===== config.mk =====
export PLATFORM = sky130hd
export DESIGN_NAME = mem_req_adapter
export DESIGN_NICKNAME = d
export VERILOG_FILES = /design/src/rtl/mem_adapter_pkg.sv /design/src/rtl/mem_req_fifo.sv /design/src/rtl/mem_req_adapter.sv
export SDC_FILE = /design/constraint.sdc
export NUM_CORES = 1
export LEC_CHECK = 0
export CORE_ASPECT_RATIO = 0.5
export CORE_UTILIZATION = 65
export DETAILED_ROUTE_END_ITERATION = 8
export DONT_BUFFER_PORTS = 1
export GPL_TIMING_DRIVEN = 0
export MAX_ROUTING_LAYER = met4
export PLACE_DENSITY = 0.81
export SKIP_CTS_REPAIR_TIMING = 1
export SLEW_MARGIN = 20
export SYNTH_ARGS = -nofsm -noshare
export SYNTH_HDL_FRONTEND = slang
export SYNTH_SLANG_ARGS = --single-unit

===== constraint.sdc =====
create_clock -name clk -period 13.88 [get_ports clk]
set_clock_uncertainty 0.2 [all_clocks]
set_input_delay 4.164 -clock clk [delete_from_list [all_inputs] [get_ports clk]]
set_output_delay 4.164 -clock clk [all_outputs]
set_load 0.05 [all_outputs]

===== src/rtl/mem_adapter_pkg.sv =====
// Shared types for the vector-core to storage_controller request adapter.
package mem_adapter_pkg;

  localparam int unsigned MemDataW = 32;
  localparam int unsigned MemBeW   = MemDataW / 8;

  localparam logic [31:0] SramLimitDefault = 32'h0000_1000;

  typedef struct packed {
    logic [31:0]          addr;
    logic                 we;
    logic [MemBeW-1:0]    be;
    logic [MemDataW-1:0]  wdata;
    logic                 ext;
    logic                 err;
  } mem_req_t;

  typedef enum logic [1:0] {
    StIdle,
    StAccess,
    StErr
  } issuer_state_e;

  function automatic logic is_external(input logic [31:0] addr, input logic [31:0] limit);
    return addr >= limit;
  endfunction

endpackage


===== src/rtl/mem_req_fifo.sv =====
// In-order request buffer; pointers carry one extra wrap bit so full and empty differ in the MSB.
module mem_req_fifo
  import mem_adapter_pkg::*;
#(
  parameter int unsigned Depth = 4
) (
  input  logic     clk,
  input  logic     rst,
  input  logic     push_i,
  input  mem_req_t wdata_i,
  input  logic     pop_i,
  output mem_req_t rdata_o,
  output logic     full_o,
  output logic     empty_o
);

  localparam int unsigned AddrW = $clog2(Depth);
  localparam int unsigned PtrW  = AddrW + 1;

  logic [PtrW-1:0] wptr_q, wptr_d;
  logic [PtrW-1:0] rptr_q, rptr_d;
  logic            do_push, do_pop;
  mem_req_t        mem_q [Depth];

  assign empty_o = (wptr_q == rptr_q);
  assign full_o  = (wptr_q[AddrW] != rptr_q[AddrW]) &&
                   (wptr_q[AddrW-1:0] == rptr_q[AddrW-1:0]);

  assign do_push = push_i & ~full_o;
  assign do_pop  = pop_i & ~empty_o;

  always_comb begin
    wptr_d = wptr_q;
    rptr_d = rptr_q;
    if (do_push) wptr_d = wptr_q + {{AddrW{1'b0}}, 1'b1};
    if (do_pop)  rptr_d = rptr_q + {{AddrW{1'b0}}, 1'b1};
  end

  always_ff @(posedge clk) begin
    if (!rst) begin
      wptr_q <= '0;
      rptr_q <= '0;
    end else begin
      wptr_q <= wptr_d;
      rptr_q <= rptr_d;
    end
  end

  // Storage needs no reset: contents are only visible through the pointers.
  always_ff @(posedge clk) begin
    if (do_push) mem_q[wptr_q[AddrW-1:0]] <= wdata_i;
  end

  assign rdata_o = mem_q[rptr_q[AddrW-1:0]];

endmodule


===== src/rtl/mem_req_adapter.sv =====
// Bridges the core req/gnt port to the single-outstanding storage_controller port.
// MEM_ADAPTER_ERR_EN enables request error classification and error responses.
module mem_req_adapter
  import mem_adapter_pkg::*;
#(
  parameter int unsigned MEM_W      = MemDataW,
  parameter int unsigned MEM_SZ     = 262144,
  parameter int unsigned FIFO_DEPTH = 4,
  parameter logic [31:0] SRAM_LIMIT = SramLimitDefault
) (
  input  logic               clk,
  input  logic               rst,
  // core side
  input  logic               mem_req_i,
  output logic               mem_gnt_o,
  input  logic [31:0]        mem_addr_i,
  input  logic               mem_we_i,
  input  logic [MEM_W/8-1:0] mem_be_i,
  input  logic [MEM_W-1:0]   mem_wdata_i,
  output logic               mem_rvalid_o,
  output logic [MEM_W-1:0]   mem_rdata_o,
  output logic               mem_err_o,
  input  logic               prog_mode_i,
  // storage_controller side
  output logic               memory_access_o,
  output logic               memory_is_writing_o,
  output logic               external_storage_access_o,
  output logic [31:0]        addr_o,
  output logic [MEM_W-1:0]   d_in_o,
  output logic [MEM_W/8-1:0] mem_be_o,
  input  logic [MEM_W-1:0]   d_out_i,
  input  logic               out_valid_i,
  output logic               busy_o
);

`ifdef MEM_ADAPTER_ERR_EN
  localparam bit ErrEn = 1'b1;
`else
  localparam bit ErrEn = 1'b0;
`endif

  // 33 bits so SRAM_LIMIT + MEM_SZ cannot wrap.
  localparam logic [32:0] ExtEnd = 33'(SRAM_LIMIT) + 33'(MEM_SZ);

  logic     fifo_full, fifo_empty;
  logic     push, pop;
  mem_req_t push_req, head_req;

  issuer_state_e state_q, state_d;

  logic               access_q, access_d;
  logic               wr_q, wr_d;
  logic               ext_q, ext_d;
  logic [31:0]        addr_q, addr_d;
  logic [MEM_W-1:0]   din_q, din_d;
  logic [MEM_W/8-1:0] be_q, be_d;
  logic               req_we_q, req_we_d;
  logic               rvalid_q, rvalid_d;
  logic [MEM_W-1:0]   rdata_q, rdata_d;
  logic               err_q, err_d;

  // ---------------------------------------------------------------------------
  // Grant and classification
  // ---------------------------------------------------------------------------
  assign mem_gnt_o = mem_req_i & ~fifo_full & ~prog_mode_i;
  assign push      = mem_gnt_o;

  always_comb begin
    push_req       = '0;
    push_req.addr  = mem_addr_i;
    push_req.we    = mem_we_i;
    push_req.be    = mem_be_i;
    push_req.wdata = mem_wdata_i;
    push_req.ext   = is_external(mem_addr_i, SRAM_LIMIT);
    push_req.err   = ErrEn & ((push_req.ext & mem_we_i) |
                              (push_req.ext & ({1'b0, mem_addr_i} >= ExtEnd)) |
                              (mem_addr_i[1:0] != 2'b00));
  end

  mem_req_fifo #(
    .Depth (FIFO_DEPTH)
  ) u_fifo (
    .clk     (clk),
    .rst     (rst),
    .push_i  (push),
    .wdata_i (push_req),
    .pop_i   (pop),
    .rdata_o (head_req),
    .full_o  (fifo_full),
    .empty_o (fifo_empty)
  );

  assign pop = (state_q == StIdle) & ~fifo_empty & ~prog_mode_i;

  // ---------------------------------------------------------------------------
  // Issuer FSM
  // ---------------------------------------------------------------------------
  always_ff @(posedge clk) begin
    if (!rst) begin
      state_q <= StIdle;
    end else begin
      state_q <= state_d;
    end
  end

  always_comb begin
    state_d = state_q;
    unique case (state_q)
      StIdle: begin
        if (pop) state_d = head_req.err ? StErr : StAccess;
      end
      StAccess: begin
        if (out_valid_i || prog_mode_i) state_d = StIdle;
      end
      StErr:   state_d = StIdle;
      default: state_d = StIdle;
    endcase
  end

  always_comb begin
    access_d = access_q;
    wr_d     = wr_q;
    ext_d    = ext_q;
    addr_d   = addr_q;
    din_d    = din_q;
    be_d     = be_q;
    req_we_d = req_we_q;
    rvalid_d = 1'b0;
    rdata_d  = rdata_q;
    err_d    = err_q;
    unique case (state_q)
      StIdle: begin
        if (pop && !head_req.err) begin
          access_d = 1'b1;
          // External storage cannot be written; such writes run as reads.
          wr_d     = head_req.we & ~head_req.ext;
          ext_d    = head_req.ext;
          addr_d   = head_req.addr;
          din_d    = head_req.wdata;
          be_d     = head_req.be;
          req_we_d = head_req.we;
        end
      end
      StAccess: begin
        if (out_valid_i || prog_mode_i) begin
          access_d = 1'b0;
          wr_d     = 1'b0;
          ext_d    = 1'b0;
          rvalid_d = 1'b1;
          if (out_valid_i) begin
            rdata_d = req_we_q ? '0 : d_out_i;
            err_d   = 1'b0;
          end else begin
            rdata_d = '0;
            err_d   = ErrEn;
          end
        end
      end
      StErr: begin
        rvalid_d = 1'b1;
        rdata_d  = '0;
        err_d    = 1'b1;
      end
      default: ;
    endcase
  end

  always_ff @(posedge clk) begin
    if (!rst) begin
      access_q <= 1'b0;
      wr_q     <= 1'b0;
      ext_q    <= 1'b0;
      addr_q   <= '0;
      din_q    <= '0;
      be_q     <= '0;
      req_we_q <= 1'b0;
      rvalid_q <= 1'b0;
      rdata_q  <= '0;
      err_q    <= 1'b0;
    end else begin
      access_q <= access_d;
      wr_q     <= wr_d;
      ext_q    <= ext_d;
      addr_q   <= addr_d;
      din_q    <= din_d;
      be_q     <= be_d;
      req_we_q <= req_we_d;
      rvalid_q <= rvalid_d;
      rdata_q  <= rdata_d;
      err_q    <= err_d;
    end
  end

  // ---------------------------------------------------------------------------
  // Outputs
  // ---------------------------------------------------------------------------
  assign memory_access_o           = access_q;
  assign memory_is_writing_o       = wr_q;
  assign external_storage_access_o = ext_q;
  assign addr_o                    = addr_q;
  assign d_in_o                    = din_q;
  assign mem_be_o                  = be_q;

  assign mem_rvalid_o = rvalid_q;
  assign mem_rdata_o  = rdata_q;
  assign mem_err_o    = err_q & ErrEn;

  assign busy_o = ~fifo_empty | (state_q != StIdle);

endmodule

* Yosys cells after proc, flatten, opt, wreduce, memory -nomap -nowiden *
Memories as Yosys holds them, arrays and structs flattened. A register that Yosys moved wholly into a read port is not among the register bits.
Cells that the tools add are included.

storage, ports and cells
  bits in registers = 113
  memory bits (writable) = 280
  input bits = 106
  output and inout port bits = 107
  word-level logic and storage cells = 69
  memories kept = 1

memories
  memory        depth  bits a word  read ports  clocked after Yosys merged registers in  wr ports  line                source
  u_fifo.mem_q  4      70           1           1                                        1         mem_req_fifo.sv:23  mem_req_t mem_q [Depth];

operators by class
  add/subtract/negate cells = 2
  order comparisons = 1
  eq/ne operators = 8
  mux-type cells = 21
  bitwise gates (word level) = 12
  reduce and logical (&&, ||, !) cells = 12

operators with widths
  cell                     count
  $mux 32                  3
  $pmux 32 s2              1
  $ge 32x13->1 const B     1
  $mux 2                   5
  $pmux 1 s2               4
  $and 1x1->1              7
  $mux 1                   7
  $add 3x1->3 const B      2
  $reduce_and 2->1         3
  $reduce_bool 2->1        3
  $ne 2x2->1 const B       2
  $not 1->1                4
  $pmux 2 s2               1
  $eq 3x3->1               1
  $reduce_and 3->1         1
  $eq 2x1->1 const B       1
  $eq 2x2->1               1
  $eq 2x2->1 const B       1
  $logic_and 1x1->1        2
  $logic_not 2->1          1
  $ne 2x1->1 const B       1
  $logic_not 1->1 const A  1
  $logic_or 1x1->1         1
  $ne 1x1->1               1
  $or 1x1->1               1

* Depth between registers and ports, before layout *
  depth after elaboration = 8
  mapped depth = 6
  mapped depth without buffers = 5

* Hierarchy *
Synthesis repeated with hierarchy kept, for this count alone.

second synthesis, totals
  cells, all modules = 929
  area, all modules = 15059.4 sq um

by module, submodules not included
  module           instances  cells each  area each (sq um)  seq. area each (sq um)
  mem_req_fifo     1          439         10771.6            8688.3
  mem_req_adapter  1          490         4287.9             2142.1

* Least setup slack after synthesis *
Ideal clock, no wire load.

  path type = input port to output port
  start point = in mem_req_i
  end point = out mem_gnt_o
  arrival time = 4797 ps
  required time = 9516 ps
  setup slack = 4719 ps
  stages on the path = 3
  path buffers = 0
  cell sequence = nor2b_1 o31ai_2 inv_1

on the way
  longest elaborated chain between the ends = 2

RTL lines
  element                   line                   source
  from (decl)               mem_req_adapter.sv:14  input logic mem_req_i,
  $and 1x1->1 (2 in a row)  mem_req_adapter.sv:65  assign mem_gnt_o = mem_req_i & ~fifo_full & ~prog_mode_i;
  to (decl)                 mem_req_adapter.sv:15  output logic mem_gnt_o,

No other way between the ends.

* Final worst setup path *
Ends and elaborated chain as after synthesis.

==> impl_summary.txt <==
----------------------------------------------------
[Status]
  Result of the run ... completed

[Routing]
  Number of detailed-route iterations in the first pass ... 5
  Post-detailed-route count of antenna-violating nets ... 0
  Detailed router's first-iteration violation count ... 687
  WL/cell ... 24.93 um
  Total vias in the final route ... 7452
  Wirelength, routed ... 29340 um
  Remaining design rule violation count ... 0
  Via density per instance ... 6.331

[Layout]
  Final std cells w/o fill ... 1177
  Share of layout cells above drive strength 1 ... 0.1842
  Antenna diode count ... 0
  Area overhead of the layout relative to synthesis ... 11.35%
  Final layout net count ... 971

[Yosys]
  Proportion of synthesized chip area in sequential cells ... 0.7501
  Warnings, synthesis ... 0
  Synthesized Nets ... 932
  Number of instances in the synthesized netlist ... 821
  Area of the mapped netlist ... 14220 um^2
  Number of library cell types mapped by synthesis ... 36
  #FFs+latches synth ... 393
  Avg Inst Size Synth ... 17.33 um^2

[Critical path]
  Worst path cell trace ... nor2b_1, o31ai_2, inv_1
  Cell with the largest stage delay on the worst path ... sky130_fd_sc_hd__inv_1
  Worst path required time ... 9.52 ns
  Critical Path Fanout Max ... 7
  Endpoint kind of the worst setup timing path ... primary output
  CP peak stage delay ... 0.52 ns
  Critical path class ... in -> out
  Data arrival time of the critical path ... 4.99 ns
  Setup crit start kind ... input port

[CTS]
  Clock Pin Slew Worst Setup and Hold Paths ... 0.06 ns
  Number of clock buffers inserted by TritonCTS ... 31
  Clock sink count ... 393
  Worst-Skew Late Latency ... 0.56 ns
  CTS H-tree depth ... 1
  Number of buffers on the longest clock path ... 3
  TritonCTS clock tree ... built
  Root buffer cell ... sky130_fd_sc_hd__clkbuf_16

[Timing]
  Minimum clock period ... 9.354 ns
  Fmax ... 106.9 MHz
  Actual slew at the worst max-slew pin ... 0.7334 ns
  Number of failing hold endpoints at the final stage ... 0
  Final Setup Violations ... 0
  Final worst-path cycle share ... 0.6739
  RSZ-0062 raised after global routing ... no
  Setup Total Neg Slack ... 0 ns
  Final Max Tran Viols ... 0
  Post-layout worst setup margin ... 4.526 ns
  Max-slew headroom at the worst pin ... 0.5111

[Die]
  Num rows ... 37
  Width of the die ... 211.2 um
  Die span in y ... 106.6 um
  Number of primary I/O pins ... 213
  Area enclosed by the die boundary ... 22520 um^2
  Effective utilization at floorplan ... 0.6783
  Floorplan core area ... 20970 um^2

[Power]
  Power Dens Cells ... 162.4 nW/um^2
  Clock share of power ... 0.360
  Worst VDD drop ... 0.0001169 V
  Leakage ... 5.448 nW
  Logic pwr share ... 0.085
  Cell-internal power ... 0.001935 W
  Switching power share of the total ... 0.2478
  Sequential fraction of design power ... 0.555
  Switching component of the power ... 0.0006375 W

[Placed design]
  Post-Place Worst Slack ... 4.513 ns
  Final RePlAce weighted congestion ... 0.7561
  HPWL after detailed placement ... 18840 um
  Placed insts ... 1119
  Number of buffers added on ports ... 0

[GRT]
  Via count of the first global-routing pass ... 7647
  GRT Total Usage ... 0.2731
  Pin count of the biggest net entering global routing ... 44
  Total congestion overflow after global routing ... 0
  Wire length of the first global-routing pass ... 44000 um
  Initial antenna violation count ... 0

[Hold path]
  Kind of path behind the tightest hold check ... reg -> reg

[Job]
  # Max-Cap Violations ... 0

----------------------------------------------------
power groups by stage:
stage / Clock, W / Combinational, W / Sequential, W
floorplan: 0 / 0.000170 / 0.00144
global placement: 0 / 0.000212 / 0.00145
detailed placement: 0 / 0.000220 / 0.00145
CTS: 0.000935 / 0.000221 / 0.00143
global route: 0.000977 / 0.000238 / 0.00143
finish: 0.000925 / 0.000219 / 0.00143
state kept, by name, summed over array words and instances (netlist names), named ones only:
name,cells
mem_be_o,4
u_fifo.mem_q,280
req_we_q,1
mem_rvalid_o,1
memory_access_o,1
addr_o,32
mem_rdata_o,32
u_fifo.rptr_q,3
memory_is_writing_o,1
u_fifo.wptr_q,3
d_in_o,32
external_storage_access_o,1
synth_stat cells:
| cell type | instances | area share |
|---|---|---|
| sky130_fd_sc_hd__mux4_2 | 70 | 0.11 |
| sky130_fd_sc_hd__xor2_1 | 2 | 0.0012 |
| sky130_fd_sc_hd__buf_1 | 6 | 0.0016 |
| sky130_fd_sc_hd__dfxtp_1 | 113 | 0.16 |
| sky130_fd_sc_hd__nand3b_1 | 1 | 0.00053 |
| sky130_fd_sc_hd__o31a_2 | 1 | 0.00070 |
| sky130_fd_sc_hd__and2_1 | 4 | 0.0018 |
| sky130_fd_sc_hd__nand3_1 | 142 | 0.050 |
| sky130_fd_sc_hd__inv_2 | 1 | 0.00026 |
| sky130_fd_sc_hd__a21oi_1 | 3 | 0.0011 |
| sky130_fd_sc_hd__xnor2_1 | 3 | 0.0018 |
| sky130_fd_sc_hd__clkbuf_1 | 21 | 0.0055 |
| sky130_fd_sc_hd__nor2b_1 | 1 | 0.00044 |
| sky130_fd_sc_hd__o31ai_2 | 1 | 0.00088 |
| sky130_fd_sc_hd__buf_2 | 16 | 0.0056 |
| sky130_fd_sc_hd__o21ai_1 | 1 | 0.00035 |
| sky130_fd_sc_hd__ha_1 | 5 | 0.0044 |
| sky130_fd_sc_hd__or3_1 | 2 | 0.00088 |
| sky130_fd_sc_hd__a22oi_1 | 1 | 0.00053 |
| sky130_fd_sc_hd__or2_4 | 1 | 0.00062 |
| sky130_fd_sc_hd__nor2_1 | 7 | 0.0018 |
| sky130_fd_sc_hd__o21ai_0 | 5 | 0.0018 |
| sky130_fd_sc_hd__buf_6 | 10 | 0.0079 |
| sky130_fd_sc_hd__conb_1 | 1 | 0.00026 |
| sky130_fd_sc_hd__and3_1 | 1 | 0.00044 |
| sky130_fd_sc_hd__a22o_1 | 32 | 0.020 |
| sky130_fd_sc_hd__a2111oi_0 | 1 | 0.00062 |
| sky130_fd_sc_hd__nand2_1 | 71 | 0.019 |
| sky130_fd_sc_hd__buf_4 | 2 | 0.0011 |
| sky130_fd_sc_hd__edfxtp_1 | 280 | 0.59 |
| sky130_fd_sc_hd__inv_1 | 7 | 0.0018 |
| sky130_fd_sc_hd__o31ai_4 | 1 | 0.0015 |
| sky130_fd_sc_hd__nor3b_4 | 1 | 0.0013 |
| sky130_fd_sc_hd__o31ai_1 | 1 | 0.00053 |
| sky130_fd_sc_hd__nor4_1 | 5 | 0.0022 |
| sky130_fd_sc_hd__xor2_2 | 1 | 0.0011 |
cell families after synthesis:
group	count (synthesis)	synth area share
muxes	70	0.1108
other	1	0.0002636
and+or+nand+nor	236	0.07872
DFF	393	0.7501
xor gates and xnor gates	6	0.004223
buffers and inverters	63	0.02384
adders and majority gates	5	0.004398
AOI/OAI and AO/OA	47	0.02762
worst max-delay path: cells and delay by family:
kind / cells / cell delay, ns
buffers and inverters: 1 / 0.52
and+or+nand+nor: 1 / 0.15
AOI/OAI and AO/OA: 1 / 0.14
layout make-up:
class / count / area (um^2)
Tap cell: 292 / 365.4
Timing Repair Buffer: 6 / 150.1
Clock buffer: 48 / 930.9
Clock inverter: 10 / 152.6
Fill cell: 1200 / 5132
Buffer: 55 / 309.0
Inverter: 8 / 30.03
Sequential cell: 393 / 10670
Multi-Input combinational cell: 365 / 3231
metal layers:
metal	routed length, um	global-route usage
met5	0	-
met4	584	0.06573
met3	2322	0.06825
met2	14850	0.4556
met1	11580	0.3426
worst paths after layout:
check	startpoint	to	slack (ns)	depth (start not counted)
setup / recovery	mem_req_i	mem_gnt_o	4.53	3
hold reg to reg	req_we_q	req_we_q	0.30	2
setup reg to reg	u_fifo.wptr_q[1]	u_fifo.mem_q[0][42]	10.85	5
hold / removal	req_we_q	req_we_q	0.30	2
cell usage in the layout, fill, tap and decap left out, drive strengths merged:
| cell type | netlist | layout |
|---|---|---|
| a2111oi | 1 | 1 |
| a21oi | 3 | 3 |
| a22o | 32 | 32 |
| a22oi | 1 | 1 |
| and2 | 4 | 4 |
| and3 | 1 | 1 |
| buf | 34 | 40 |
| bufinv | 0 | 4 |
| clkbuf | 21 | 69 |
| clkinv | 0 | 5 |
| conb | 1 | 1 |
| dfxtp | 113 | 113 |
| edfxtp | 280 | 280 |
| ha | 5 | 5 |
| inv | 8 | 9 |
| mux4 | 70 | 70 |
| nand2 | 71 | 71 |
| nand3 | 142 | 142 |
| nand3b | 1 | 1 |
| nor2 | 7 | 7 |
| nor2b | 1 | 1 |
| nor3b | 1 | 1 |
| nor4 | 5 | 5 |
| o21ai | 6 | 6 |
| o31a | 1 | 1 |
| o31ai | 3 | 3 |
| or2 | 1 | 1 |
| or3 | 2 | 2 |
| xnor2 | 3 | 3 |
| xor2 | 3 | 3 |
stage by stage:
stage               hold slack [ns]  cell area [um^2]    util  power, W
global route                 0.3268             15840  0.7553  0.002647
CTS                          0.3037             15840  0.7553  0.002586
global placement             0.2815             14590  0.6957  0.001666
floorplan                    0.2664             14220       -  0.001614
finish                       0.2989             15840  0.7553  0.002572
detailed placement           0.2872             14760  0.7036  0.001675
(Power assumes the default switching activity.)
